`src/rtl/mem_access_ctrl_pkg.sv`:
```
// Shared definitions for the memory access sequencer: address-register load
// codes, FSM state encoding, grant identity and the wait counter width.
package mem_access_ctrl_pkg;

  localparam logic [1:0] AR_HOLD = 2'b00;
  localparam logic [1:0] AR_PC   = 2'b01;
  localparam logic [1:0] AR_ALU  = 2'b11;

  localparam int CNT_W = 4;  // holds WAIT_STATES up to 15

  typedef enum logic [1:0] {
    ST_IDLE    = 2'd0,
    ST_LOAD_AR = 2'd1,
    ST_ACCESS  = 2'd2,
    ST_DONE    = 2'd3
  } state_t;

  typedef enum logic {
    GNT_FETCH = 1'b0,
    GNT_DATA  = 1'b1
  } grant_t;

  // Address-register load code for a given requester.
  function automatic logic [1:0] ar_code(input grant_t g);
    return (g == GNT_DATA) ? AR_ALU : AR_PC;
  endfunction

endpackage

```
`src/rtl/mem_access_ctrl_rr_arb2.sv`:
```
// rr_arb2: two-way round-robin arbiter.
//   clk, reset : clock, async active-high reset
//   req[1:0]   : bit0 = fetch, bit1 = data
//   grant_en   : commit the current grant (updates last_grant)
//   gnt[1:0]   : one-hot grant, combinational from req and last_grant
module rr_arb2
  import mem_access_ctrl_pkg::*;
(
  input  logic       clk,
  input  logic       reset,
  input  logic [1:0] req,
  input  logic       grant_en,
  output logic [1:0] gnt
);

  grant_t last_grant;

  always_comb begin
    gnt = 2'b00;
    unique case (req)
      2'b01:   gnt = 2'b01;
      2'b10:   gnt = 2'b10;
      // tie: serve whoever was not granted last
      2'b11:   gnt = (last_grant == GNT_DATA) ? 2'b01 : 2'b10;
      default: gnt = 2'b00;
    endcase
  end

  // Reset to DATA so fetch wins the first tie.
  always_ff @(posedge clk or posedge reset) begin
    if (reset)
      last_grant <= GNT_DATA;
    else if (grant_en && |req)
      last_grant <= gnt[1] ? GNT_DATA : GNT_FETCH;
  end

endmodule

```
`src/rtl/mem_access_ctrl.sv`:
```
// mem_access_ctrl: sequences the shared address register and memory port
// between instruction fetch and data load/store.
//   clk, reset            : clock, async active-high reset
//   fetch_req, data_req   : level requests, held until their done pulse
//   data_we, data_wdata   : store flag / data, sampled at grant only
//   mem_rdata             : memory read data
//   ar_rec                : address-register load code (PC / ALU / hold)
//   mem_rd, mem_wr        : memory strobes during ACCESS
//   mem_wdata             : latched store data
//   rd_data               : captured read data
//   fetch_done, data_done : one-cycle completion pulses
//   busy                  : high outside IDLE
// All outputs decode from registered state; nothing is combinational from inputs.
module mem_access_ctrl
  import mem_access_ctrl_pkg::*;
#(
  parameter int WAIT_STATES = 1,
  parameter int DATA_W      = 16
) (
  input  logic              clk,
  input  logic              reset,
  input  logic              fetch_req,
  input  logic              data_req,
  input  logic              data_we,
  input  logic [DATA_W-1:0] data_wdata,
  input  logic [DATA_W-1:0] mem_rdata,
  output logic [1:0]        ar_rec,
  output logic              mem_rd,
  output logic              mem_wr,
  output logic [DATA_W-1:0] mem_wdata,
  output logic [DATA_W-1:0] rd_data,
  output logic              fetch_done,
  output logic              data_done,
  output logic              busy
);

  localparam logic [CNT_W-1:0] WS_L = CNT_W'(WAIT_STATES);

  state_t             state, state_nxt;
  grant_t             grant_q;
  logic               we_q;
  logic [DATA_W-1:0]  wdata_q;
  logic [DATA_W-1:0]  rd_q;
  logic [CNT_W-1:0]   cnt;
  logic [1:0]         gnt;
  logic               is_read;
  logic               last_access;

  rr_arb2 u_arb (
    .clk      (clk),
    .reset    (reset),
    .req      ({data_req, fetch_req}),
    .grant_en (state == ST_IDLE),
    .gnt      (gnt)
  );

  // Fetches are always reads; data grants follow the latched we.
  assign is_read     = (grant_q == GNT_FETCH) || !we_q;
  assign last_access = (state == ST_ACCESS) && (cnt == '0);

  always_comb begin
    state_nxt = state;
    unique case (state)
      ST_IDLE:    if (|gnt) state_nxt = ST_LOAD_AR;
      ST_LOAD_AR: state_nxt = ST_ACCESS;
      ST_ACCESS:  if (cnt == '0) state_nxt = ST_DONE;
      ST_DONE:    state_nxt = ST_IDLE;
      default:    state_nxt = ST_IDLE;
    endcase
  end

  always_ff @(posedge clk or posedge reset) begin
    if (reset) begin
      state   <= ST_IDLE;
      grant_q <= GNT_FETCH;
      we_q    <= 1'b0;
      wdata_q <= '0;
      rd_q    <= '0;
      cnt     <= '0;
    end else begin
      state <= state_nxt;
      if (state == ST_IDLE && |gnt) begin
        grant_q <= gnt[1] ? GNT_DATA : GNT_FETCH;
        if (gnt[1]) begin
          we_q    <= data_we;
          wdata_q <= data_wdata;
        end
      end
      if (state == ST_LOAD_AR)
        cnt <= WS_L;
      else if (state == ST_ACCESS && cnt != '0)
        cnt <= cnt - 1'b1;
      if (last_access && is_read)
        rd_q <= mem_rdata;
    end
  end

  assign ar_rec     = (state == ST_LOAD_AR) ? ar_code(grant_q) : AR_HOLD;
  assign mem_rd     = (state == ST_ACCESS) && is_read;
  assign mem_wr     = (state == ST_ACCESS) && !is_read;
  assign mem_wdata  = wdata_q;
  assign rd_data    = rd_q;
  assign fetch_done = (state == ST_DONE) && (grant_q == GNT_FETCH);
  assign data_done  = (state == ST_DONE) && (grant_q == GNT_DATA);
  assign busy       = (state != ST_IDLE);

endmodule
```
`config.mk`:
```
export PLATFORM = sky130hd
export DESIGN_NAME = mem_access_ctrl
export DESIGN_NICKNAME = d
export VERILOG_FILES = /design/src/rtl/mem_access_ctrl_pkg.sv /design/src/rtl/mem_access_ctrl_rr_arb2.sv /design/src/rtl/mem_access_ctrl.sv
export SDC_FILE = /design/constraint.sdc
export NUM_CORES = 1
export LEC_CHECK = 0
export CORE_ASPECT_RATIO = 1.25
export CORE_MARGIN = 2
export CORE_UTILIZATION = 42
export DETAILED_ROUTE_END_ITERATION = 6
export MAX_ROUTING_LAYER = met4
export PLACE_DENSITY = 0.82
export SLEW_MARGIN = 20
export SYNTH_ARGS = -nofsm -noshare
export SYNTH_HDL_FRONTEND = slang
export SYNTH_SLANG_ARGS = --single-unit
```
`constraint.sdc`:
```
create_clock -name clk -period 2.4 [get_ports clk]
set_input_delay 0.48 -clock clk [delete_from_list [all_inputs] [get_ports clk]]
set_output_delay 0.48 -clock clk [all_outputs]
set_load 0.02 [all_outputs]
```
==> flow_summary.json <==
{
  "crit_required_ns": 1.92,
  "comb_power_share_pct": 52.5,
  "wirelength_um": 3820,
  "drt-pass1-iter-count": 3,
  "rows": 26,
  "p_int_w": 0.00240,
  "startpoint_type": "flip-flop",
  "final-setup-viol-count": 0,
  "synthesis.nets": 168,
  "antenna_cells": 0,
  "wl_per_cell_um": 14.7,
  "cp_cell_sequence": "inv_1 > ha_1 > inv_1 > clkdlybuf4s50_1",
  "synthCells": 125,
  "dpl_cell_area_mm2": 0.00257,
  "final_cell_area_mm2": 0.00268,
  "whs_ns": 0.505,
  "slew_viol_final": 0,
  "die_w_um": 62.0,
  "final_cell_mix": "clkdlybuf4s50_1 (73), dfrtp_1 (40), mux2_2 (34), inv_1 (8), nand2_1 (6)",
  "synth.distinct_cells": 28,
  "seq_area_frac_synth_pct": 58.1,
  "setup_tns_ns": 0,
  "dieArea_mm2": 0.00474,
  "worstHoldStart": "mem_wdata[2]",
  "grt_pass1_wl_um": 6170,
  "core_mm2": 0.00407,
  "fin_skew_ns": 0.00776,
  "p_clk_share_pct": 14.1,
  "cts-root-buf": "clkbuf_8",
  "die_h_um": 76.5,
  "seqPwrFrac_pct": 33.4,
  "period_minus_slack_ns": 2.25,
  "post-dp-hpwl_um": 2910,
  "overflow": 0,
  "design.portCount": 76,
  "reg2reg_to": "state[1]",
  "switching_power_w": 0.00135,
  "clk_path_buf_depth": 2,
  "slew_headroom_pct": 65.1,
  "max_freq_mhz": 443,
  "crit_top_cell": "inv_1",
  "critPathMaxStageDelay_ns": 0.61,
  "outcome": "finished, final reports clean",
  "drv_cap": 0,
  "reg2reg_depth": 5,
  "drc_errors": 0,
  "synth_top_area_share_pct": 56.7,
  "rsz0062_at_grt": "false",
  "hold_end": "mem_wdata[2]",
  "tightest_slew_ns": 0.524,
  "cp.arrival_ns": 1.77,
  "crit_type": "reg -> out",
  "avgSynthCellArea_um2": 14.1,
  "slowest_stage": "clkdlybuf4s50_1",
  "io_buffers": 75,
  "p_per_area_mw_per_mm2": 1400,
  "cts_tree": "yes",
  "swShare_pct": 36.1,
  "drive_above_1_share_pct": 25.0,
  "antenna_found_initial": 0,
  "worstPathMaxFanout": 7,
  "ant_nets": 0,
  "cts.clk_slew.worst_paths_ns": 0.08,
  "cts_htree_levels": 2,
  "grt_pass1_vias": 1346,
  "cts_hold_buf": 0,
  "cts_buffers": 5,
  "vias": 1250,
  "vdd_ir_drop_max_uv": 660,
  "p_leak_nw": 1.16,
  "gp_congestion": 0.794,
  "vias_per_cell": 4.81,
  "grt_max_degree": 42,
  "ys_warn_count": 0,
  "synth_seq_cells": 41,
  "clk-insertion-delay-late_ns": 0.29,
  "yosysTopAreaCell": "dfrtp_1",
  "rrSetupSlack_ns": 0.41,
  "start_util_pct": 43.4,
  "syn_to_final_growth_pct": 51.5,
  "syn-cell-area_mm2": 0.00177,
  "critical_path.endpoint_type": "output port",
  "r2r-start": "cnt[0]",
  "grt_usage_pct": 18.1,
  "ctsResizeCount": 2,
  "min_period_over_period_pct": 94.0,
  "post_cts_buffers": 0,
  "synth_area_leaders": "dfrtp_1 (57%), mux2_2 (22%), ha_1 (4.2%), inv_1 (1.7%), dfstp_2 (1.5%)",
  "hold_class": "reg -> reg",
  "fin_nets": 247,
  "hold_depth": 1,
  "detail_route.iter0.violations": 51,
  "hold_violations": 0,
  "final_common_cell": "clkdlybuf4s50_1",
  "clock-sinks": 41
}
==> worst max path at each step <==
stage	slack, ns	to	from	cells past startpoint
after floorplan	0.61	state[1]	cnt[0]	5
after global placement	0.30	mem_rd	state[0]	4
after detailed placement	0.22	mem_rd	state[0]	4
after CTS	0.05	mem_wr	state[0]	4
after global routing	0.06	busy	state[0]	4
final	0.15	busy	state[0]	4
==> layout make-up <==
class	instances	area, µm²
clock inverters	2	35.0
flip-flops and latches	41	1030
fillers	323	1390
repair buffers	76	759
clock buffers	5	68.8
well taps	56	70.1
inverters	8	30.0
multi-input cells	72	686
==> logic make-up after synthesis <==
family	share of synthesized area (%)
adders and majority gates	4.25
and+or+nand+nor	7.86
buffers and inverters	3.33
AOI/OAI and AO/OA	4.18
DFF	58.1
muxes	22.2
==> cell usage after synthesis <==
cell type / n
nand3_2: 1
a21oi_1: 3
buf_2: 2
nand4_4: 1
a22oi_1: 1
and2_2: 1
a211o_2: 1
a21boi_4: 1
inv_1: 8
nor2_1: 4
and2_1: 2
o31ai_1: 1
mux2i_1: 1
buf_4: 1
nand3_1: 1
nor2b_1: 1
ha_1: 6
or3_1: 1
o22a_1: 1
buf_6: 1
mux2_2: 34
or3b_4: 1
a31oi_1: 1
nor4b_1: 1
dfrtp_1: 40
and3_1: 2
nand2_1: 6
dfstp_2: 1
==> per-layer routing <==
layer | GRT usage [%] | vias to the layer above | part of all wire (%)
met3 | 3.06 | 8 | 3.5
li1 | - | 587 | -
met4 | 7.66 | 0 | 2.4
met5 | - | - | 0
met2 | 31.8 | 40 | 57
met1 | 18.8 | 615 | 37
==> power groups by stage <==
stage | sequential [W] | clock [W] | combinational, W
final | 0.00125 | 0.000529 | 0.00197
after global routing | 0.00129 | 0.000576 | 0.00211
after CTS | 0.00126 | 0.000548 | 0.00199
after detailed placement | 0.00127 | 0 | 0.00199
after global placement | 0.00124 | 0 | 0.00191
after floorplan | 0.00158 | 0 | 0.000795
==> state kept, by name, indices dropped and copies added, names as in the netlist <==
name              flops
mem_wdata            16
rd_data              16
cnt                   4
state                 2
grant_q               1
u_arb.last_grant      1
we_q                  1
==> critical path, delay by kind of cell, from the launching register on <==
family | cells | cell delay (ns)
adder cells (fa/ha/maj) | 1 | 0.30
flip-flops | 1 | 0.41
buffers and inverters | 3 | 0.79
==> through the flow <==
stage	total power, W	setup slack (ns)	std cells	util, %
CTS	0.00380	0.0527	260	65.7
finish	0.00375	0.145	260	65.8
global route	0.00398	0.0593	260	65.8
global placement	0.00315	0.296	253	63.1
floorplan	0.00238	0.606	125	-
detailed placement	0.00326	0.221	253	63.1
Note: power is estimated with default switching activity, not from simulation.
